--- src/rtl/sum_fxp_serial.sv ---
// Serial frame accumulator: sums `size` signed fixed-point samples per frame
// and presents each frame sum from a register with a valid/ready handshake.
module sum_fxp_serial #(
    parameter int size   = 4,
    parameter int n_int  = 8,
    parameter int n_mant = 23
) (
    input  logic                           clk,
    input  logic                           rst,
    input  logic signed [n_int+n_mant:0]   in_data,
    input  logic                           in_valid,
    output logic                           in_ready,
    output logic signed [n_int+n_mant:0]   out_data,
    output logic                           out_valid,
    input  logic                           out_ready,
    output logic                           busy
);

    localparam int W    = n_int + n_mant + 1;
    localparam int CntW = (size > 1) ? $clog2(size) : 1;
    localparam logic [CntW-1:0] CntMax = CntW'(size - 1);

    generate
        if (size < 1) begin : g_bad_size
            $error("sum_fxp_serial: size must be at least 1");
        end
    endgenerate

    typedef enum logic {StAcc, StHold} state_e;

    state_e                state_q, state_d;
    logic [CntW-1:0]       cnt_q, cnt_d;
    logic signed [W-1:0]   acc_q, acc_d;
    logic signed [W-1:0]   out_data_q, out_data_d;
    logic signed [W-1:0]   sum_next;
    logic                  take;

    // Next-state and handshake outputs; a sample accepted in HOLD opens the next frame.
    always_comb begin
        state_d    = state_q;
        cnt_d      = cnt_q;
        acc_d      = acc_q;
        out_data_d = out_data_q;

        in_ready  = !rst && ((state_q == StAcc) || out_ready);
        out_valid = (state_q == StHold);
        busy      = (cnt_q != '0);
        take      = in_valid && in_ready;

        // First sample of a frame loads; later ones add with natural wrap-around.
        sum_next = (cnt_q == '0) ? in_data : acc_q + in_data;

        if (state_q == StHold && out_ready) begin
            state_d = StAcc;
        end

        if (take) begin
            if (cnt_q == CntMax) begin
                out_data_d = sum_next;
                cnt_d      = '0;
                state_d    = StHold;
            end else begin
                acc_d = sum_next;
                cnt_d = cnt_q + CntW'(1);
            end
        end
    end

    // State registers with synchronous reset; a reset discards partial and pending sums.
    always_ff @(posedge clk) begin
        if (rst) begin
            state_q    <= StAcc;
            cnt_q      <= '0;
            acc_q      <= '0;
            out_data_q <= '0;
        end else begin
            state_q    <= state_d;
            cnt_q      <= cnt_d;
            acc_q      <= acc_d;
            out_data_q <= out_data_d;
        end
    end

    assign out_data = out_data_q;

endmodule

--- config.mk ---
export PLATFORM = sky130hd
export DESIGN_NAME = sum_fxp_serial
export DESIGN_NICKNAME = d
export VERILOG_FILES = /design/src/rtl/sum_fxp_serial.sv
export SDC_FILE = /design/constraint.sdc
export NUM_CORES = 1
export LEC_CHECK = 0
export BUFFER_PORTS_ARGS = -buffer_cell sky130_fd_sc_hd__buf_4
export CORE_ASPECT_RATIO = 1.5
export CORE_MARGIN = 5
export CORE_UTILIZATION = 57
export CTS_CLUSTER_SIZE = 14
export DETAILED_ROUTE_END_ITERATION = 16
export GPL_ROUTABILITY_DRIVEN = 0
export PLACE_DENSITY = 0.78
export SKIP_CTS_REPAIR_TIMING = 1
export SLEW_MARGIN = 10
export SYNTH_ARGS = -nofsm -noshare
export SYNTH_HDL_FRONTEND = slang
export SYNTH_SLANG_ARGS = --single-unit
--- constraint.sdc ---
create_clock -name clk -period 3.65 [get_ports clk]
set_input_delay 0.73 -clock clk [delete_from_list [all_inputs] [get_ports clk]]
set_output_delay 0.73 -clock clk [all_outputs]
set_load 0.03 [all_outputs]
==> qor.csv, run 1 <==
stage,metric,value,unit
place,pre-CTS setup slack,19.0,ps
timing,PnR worst setup slack,349,ps
layout,share of layout cells above drive strength 1,18.8,%
setup_path,arrival time of the worst setup path,3480,ps
logic_synthesis,sequential cell area fraction in the yosys report,30.5,%
logic_synthesis,cell count after synthesis,561,
global_route,final global-route overflow total,0,
global_route,total global routing track utilization,25.9,%
global_route,vias in the first global route,4466,
layout,fill count,647,
clock_tree,TritonCTS clock tree,built,
setup_path,data required time of the worst path,3830,ps
floorplan,I/O pin total,71,
clock_tree,number of H-tree levels,3,
clock_tree,CTS Root Buffer Type,sky130_fd_sc_hd__clkbuf_16,
global_route,most heavily used metal layer in global routing,met2,
setup_path,cell with the largest stage delay on the worst path,sky130_fd_sc_hd__a221o_2,
floorplan,height of the die,118,um
timing,Setup Viol. Count Final,0,
clock_tree,number of clock buffers inserted by TritonCTS,9,
logic_synthesis,Mapped Nets,631,
global_route,met3 Resource Use GR,4.90,%
global_route,GR Util met2,46.6,%
logic_synthesis,cells taking the most area after synthesis,"sky130_fd_sc_hd__dfxtp_1 (30%), sky130_fd_sc_hd__nor2_1 (9.8%), sky130_fd_sc_hd__ha_1 (9.4%)",
worst_hold_path,worst hold path cell count,2,
timing,fin. max-slew vios,0,
timing,final setup TNS,0,ps
timing,achievable clock frequency,303,MHz
detailed_routing,DRT iter0 DRCs,217,
setup_path,critical path endpoint category,register,
logic_synthesis,synthesized flop and latch total,67,
logic_synthesis,Syn. warnings,0,
setup_path,number of cells traversed by the worst register-to-register path,10,
layout,# nets final,692,
global_route,GR met1 Demand/Resource,28.0,%
pwr,Leakage Power,2.28,nW
detailed_routing,via total after detailed routing,4315,
global_route,maximum number of pins on one net before global-route repair,69,
layout,most common library cell in the layout ignoring fill and taps,sky130_fd_sc_hd__nor2_1,
detailed_routing,DR pass1 iterations,4,
setup_path,launch point of the critical path,in_data[0],
layout,most used cells in the layout excluding fill and tap cells,"sky130_fd_sc_hd__nor2_1 (114), sky130_fd_sc_hd__buf_4 (81), sky130_fd_sc_hd__dfxtp_1 (67), sky130_fd_sc_hd__a21oi_1 (44)",
outcome,status,"finished, final reports clean",
logic_synthesis,async set or reset register ratio after synthesis,0,%
setup_path,"reg-to-reg slack, setup",550,ps
floorplan,total die area,9620,sq um
timing,"Min Clock Period, post-route",3300,ps
worst_hold_path,worst min path class,register to register,
setup_path,launch point of the worst reg-to-reg path,acc_q[0]$_SDFFE_PP0P_,
timing,RSZ-0062 raised after global routing,false,
clock_tree,deepest clock path buffer count,2,
detailed_routing,Total Routed Length,12000,um
job,number of max-capacitance violations reported,0,
pwr,Final Power,0.00214,W
logic_synthesis,top cell type's share of synthesized area,30.5,%
timing,Worst Skew,8.03,ps
setup_path,worst reg2reg endpoint,out_data[24]$_SDFFE_PP0P_,
floorplan,FP Rows,39,
detailed_routing,remaining antenna violation count after routing,0,
clock_tree,clock latency on the worst-skew pair,340,ps
layout,ant diodes,0,
clock_tree,"CTS clk-pin slew, worst paths",60,ps
setup_path,"Cell Chain, Critical Path","buf_4, ha_1, fa_1, a21o_2, a31oi_1, or4_1, o221ai_1, a221o_2, a311oi_2, mux2i_1, a311oi_1",
global_route,number of antenna violations at the first check in global routing,0,
floorplan,horizontal die dimension,81.8,um
detailed_routing,Avg Vias per Cell,5.92,
floorplan,placeable core area,7560,sq um
setup_path,CP Max Fanout,3,
worst_hold_path,Hold Path Origin,acc_q[2]$_SDFFE_PP0P_,
timing,actual slew at the worst max-slew pin,747,ps
worst_hold_path,Hold Crit Endpoint,acc_q[2]$_SDFFE_PP0P_,
logic_synthesis,dominant cell type by area after synthesis,sky130_fd_sc_hd__dfxtp_1,
setup_path,Critical Path Source Type,input pin,
logic_synthesis,number of enable flip-flop cells after synthesis,0,
logic_synthesis,commonest register cell after synthesis,sky130_fd_sc_hd__dfxtp_1,
floorplan,Initial Utilization,58.2,%
global_route,global-route wire length before repair,20000,um
timing,fin crit share,90.5,%
detailed_routing,DRC violations left,0,
logic_synthesis,number of distinct standard cells referenced by the synthesized netlist,57,
timing,final count of hold timing violations,0,
pwr,Pwr per Cell Area,403,nW/um^2
setup_path,critical setup path kind,input pin to register,
layout,relative area change from synthesis to final layout,20.4,%
detailed_routing,WL per Instance,16.4,um
place,placed wire-length estimate after detailed placement,8750,um
timing,Slew HR,50.2,%
logic_synthesis,cell area after synthesis,4400,sq um
setup_path,largest incremental delay on the critical path,420,ps
place,number of port buffers,70,
logic_synthesis,average cell area after synthesis,7.85,sq um
pwr,largest voltage drop on the vdd net,261,uV
clock_tree,clock sink total,67,
[power breakdown]
part	internal [W]	leakage, nW	switching, W
combinational	0.000223	1.60	0.000326
sequential	0.000762	0.546	0.0000199
clock	0.000461	0.128	0.000346
total	0.00145	2.28	0.000692
[metal layers]
| metal | wire length [um] | vias to the layer above |
|---|---|---|
| met2 | 6340 | 118 |
| met1 | 4680 | 2003 |
| met3 | 593 | 29 |
| met4 | 342 | 0 |
| met5 | 0 | - |
| li1 | - | 2165 |
[kinds of logic after synthesis]
family | share of synthesized area [%]
simple gates | 20.5
fa+ha+maj | 9.83
mux | 3.78
compound gates | 27.3
flops | 30.5
xor+xnor | 4.57
buf+inv | 3.58
[critical path: cells and delay by family]
kind | cells | cell delay (ps)
AOI/OAI and AO/OA | 6 | 1530
adders and majority gates | 2 | 650
buffers and inverters | 1 | 110
muxes | 1 | 260
and+or+nand+nor | 1 | 200
[cells in the mapped netlist (all sizes together) (2+ instances only)]
library cell  instances
o21a                  2
a311oi               11
nand3b                5
nor2b                 6
o31ai                 6
xnor2                15
o21bai                2
dfxtp                67
a21oi                44
and3                  3
o41ai                 3
o211ai                7
clkbuf               27
buf                   4
inv                  10
nor3b                 2
mux2i                14
a211o                 2
or4                   2
o21ai                25
a211oi               36
nand4                 3
a21o                 16
nand2b                3
nand3                11
mux2                  2
nor3                 19
ha                   33
nor2                115
a31oi                 5
nor4                  2
a2111oi               4
nand2                34
xor2                  8
[cell type report]
| type | instances | area [sq um] | area share (%) |
|---|---|---|---|
| flip-flops and latches | 67 | 1340 | 25.3 |
| clock buffers | 9 | 225 | 4.25 |
| multi-input cells | 452 | 2910 | 54.9 |
| well taps | 102 | 128 | 2.41 |
| repair buffers | 81 | 608 | 11.5 |
| inverters | 11 | 41.3 | 0.779 |
| clock inverters | 7 | 50.0 | 0.944 |
[metrics by stage]
stage / instances / utilization [%] / hold WS (ps) / cell area (sq um)
after floorplan: 561 / - / 458 / 4400
after global placement: 713 / 66.5 / 473 / 5030
after detailed placement: 713 / 66.5 / 481 / 5030
after CTS: 729 / 70.1 / 495 / 5300
after global routing: 729 / 70.1 / 521 / 5300
final: 729 / 70.1 / 491 / 5300
[worst max-delay path by stage]
stage | slack [ps] | cells after the start | end
after floorplan | 480 | 10 | out_data[24]$_SDFFE_PP0P_
after global placement | 80 | 11 | acc_q[24]$_SDFFE_PP0P_
after detailed placement | 20 | 11 | out_data[24]$_SDFFE_PP0P_
after CTS | 360 | 11 | out_data[24]$_SDFFE_PP0P_
after global routing | 180 | 11 | out_data[24]$_SDFFE_PP0P_
final | 350 | 11 | out_data[24]$_SDFFE_PP0P_
[sequential cells by signal (all words and copies together) (netlist names)]
name       cells
acc_q         32
cnt_q          2
out_data      32
out_valid      1
No activity file was read; power rests on OpenSTA's default activity.
==> run 2, diff against run 1 <==
==> config.mk (replaced) <==
export PLATFORM = sky130hd
export DESIGN_NAME = sum_fxp_serial
export DESIGN_NICKNAME = d
export VERILOG_FILES = /design/src/rtl/sum_fxp_serial.sv
export SDC_FILE = /design/constraint.sdc
export NUM_CORES = 1
export LEC_CHECK = 0
export CORE_ASPECT_RATIO = 1.5
export CORE_UTILIZATION = 59
export DETAILED_ROUTE_END_ITERATION = 16
export DONT_BUFFER_PORTS = 1
export GPL_ROUTABILITY_DRIVEN = 0
export PLACE_DENSITY = 0.73
export SKIP_CTS_REPAIR_TIMING = 1
export SLEW_MARGIN = 10
export SYNTH_ARGS = -nofsm -noshare
export SYNTH_HDL_FRONTEND = slang
export SYNTH_SLANG_ARGS = --single-unit
==> run 2 against run 1 <==
Against the previous run: combinational power is 12% lower; register-to-register slack hardly changed; via count is 6.6% lower; routed wire length is 9.3% lower; largest cell class unchanged; largest power group is now registers; highest routed layer unchanged.
==> qor.csv, run 2 (synthesized netlist as in run 1, its figures left out) <==
stage,metric,value,unit
outcome,status,"finished, final reports clean",
layout,most common library cell in the layout ignoring fill and taps,sky130_fd_sc_hd__nor2_1,
detailed_routing,Total Routed Length,10800,um
pwr,Leakage Power,1.88,nW
floorplan,FP Rows,38,
floorplan,placeable core area,7230,sq um
layout,ant diodes,0,
worst_hold_path,worst min path class,input pin to register,
pwr,largest voltage drop on the vdd net,240,uV
floorplan,height of the die,108,um
global_route,global-route wire length before repair,17400,um
clock_tree,number of H-tree levels,3,
clock_tree,"CTS clk-pin slew, worst paths",80,ps
timing,final setup TNS,0,ps
layout,FF+latch area,1340,sq um
setup_path,crit path buf inv count,0,
timing,fin crit share,86.9,%
global_route,total global routing track utilization,28.8,%
layout,fill count,647,
detailed_routing,Avg Vias per Cell,6.20,
setup_path,CP Max Fanout,3,
global_route,maximum number of pins on one net before global-route repair,70,
timing,achievable clock frequency,315,MHz
timing,"Min Clock Period, post-route",3170,ps
setup_path,CP top delay family,compound AO/OA/AOI/OAI gates,
pwr,Final Power,0.00204,W
timing,Setup Viol. Count Final,0,
detailed_routing,via total after detailed routing,4031,
setup_path,cell with the largest stage delay on the worst path,sky130_fd_sc_hd__a221o_2,
floorplan,I/O pin total,71,
setup_path,largest incremental delay on the critical path,430,ps
setup_path,Critical Path Source Type,input pin,
timing,Slew HR,38.2,%
setup_path,critical path endpoint category,register,
clock_tree,TritonCTS clock tree,built,
setup_path,critical setup path kind,input pin to register,
detailed_routing,WL per Instance,16.7,um
global_route,number of antenna violations at the first check in global routing,0,
setup_path,data required time of the worst path,3830,ps
layout,# nets final,615,
timing,fin. max-slew vios,0,
layout,most used cells in the layout excluding fill and tap cells,"sky130_fd_sc_hd__nor2_1 (114), sky130_fd_sc_hd__dfxtp_1 (67), sky130_fd_sc_hd__a21oi_1 (44), sky130_fd_sc_hd__nand2_1 (34), sky130_fd_sc_hd__a211oi_1 (34)",
layout,relative area change from synthesis to final layout,6.90,%
pwr,Pwr per Cell Area,434,nW/um^2
layout,share of layout cells above drive strength 1,7.45,%
clock_tree,deepest clock path buffer count,2,
place,placed wire-length estimate after detailed placement,7850,um
setup_path,"Cell Chain, Critical Path","ha_1, fa_1, a21o_2, a31oi_1, or4_1, o221ai_1, a221o_2, a311oi_2, mux2i_1, a311oi_1",
clock_tree,CTS Root Buffer Type,sky130_fd_sc_hd__clkbuf_8,
global_route,vias in the first global route,3839,
floorplan,horizontal die dimension,72.5,um
clock_tree,number of clock buffers inserted by TritonCTS,9,
detailed_routing,DRC violations left,0,
setup_path,arrival time of the worst setup path,3350,ps
global_route,final global-route overflow total,0,
detailed_routing,DR pass1 iterations,5,
layout,area taken by multi-input logic gates,2910,sq um
detailed_routing,remaining antenna violation count after routing,0,
timing,final count of hold timing violations,0,
clock_tree,clock sink total,67,
timing,Worst Skew,7.09,ps
place,number of port buffers,0,
floorplan,total die area,7820,sq um
floorplan,Initial Utilization,60.9,%
clock_tree,clock latency on the worst-skew pair,350,ps
timing,RSZ-0062 raised after global routing,false,
detailed_routing,DRT iter0 DRCs,186,
job,number of max-capacitance violations reported,0,
timing,actual slew at the worst max-slew pin,921,ps
timing,final-layout worst hold slack,451,ps
[run 2: cell type report]
type	instances	area share (%)
Sequential cell	67	28.5
Inverter	11	0.877
Clock buffer	10	2.92
Multi-Input combinational cell	452	61.8
Clock inverter	6	2.37
Timing Repair Buffer	4	0.904
Tap cell	100	2.66
[run 2: where the power goes]
part           switching (W)  internal (W)
Sequential         0.0000230      0.000761
Clock               0.000302      0.000474
Combinational       0.000292      0.000191
[run 2: worst register-to-register path: cells and delay by family, from the launching register on]
| kind | cells | cell delay (ps) |
|---|---|---|
| compound gates | 6 | 1530 |
| fa+ha+maj | 2 | 640 |
| flops | 1 | 320 |
| mux | 1 | 260 |
| simple gates | 1 | 200 |
[run 2: per-layer routing]
metal	routed length [um]	global-route usage, %
met5	0	0
met4	306	12.6
met3	556	7.77
met2	5810	53.3
met1	4160	29.5
[run 2: path summary, 6_finish.rpt]
path | start | end | slack, ps | cells after the start
setup / recovery | in_data[0] | out_data[24]$_SDFFE_PP0P_ | 480 | 10
hold / removal | rst | acc_q[31]$_SDFFE_PP0P_ | 450 | 1
setup reg to reg | acc_q[0]$_SDFFE_PP0P_ | out_data[24]$_SDFFE_PP0P_ | 540 | 10
hold reg to reg | acc_q[27]$_SDFFE_PP0P_ | acc_q[27]$_SDFFE_PP0P_ | 500 | 2
[run 2: metrics by stage]
step / instance area [sq um] / setup WS, ps / instances / utilization [%]
finish: 4710 / 480 / 650 / 65.1
global route: 4710 / 347 / 650 / 65.1
CTS: 4710 / 504 / 650 / 65.1
detailed placement: 4460 / 133 / 634 / 61.7
global placement: 4460 / 189 / 634 / 61.7
floorplan: 4400 / 480 / 561 / -
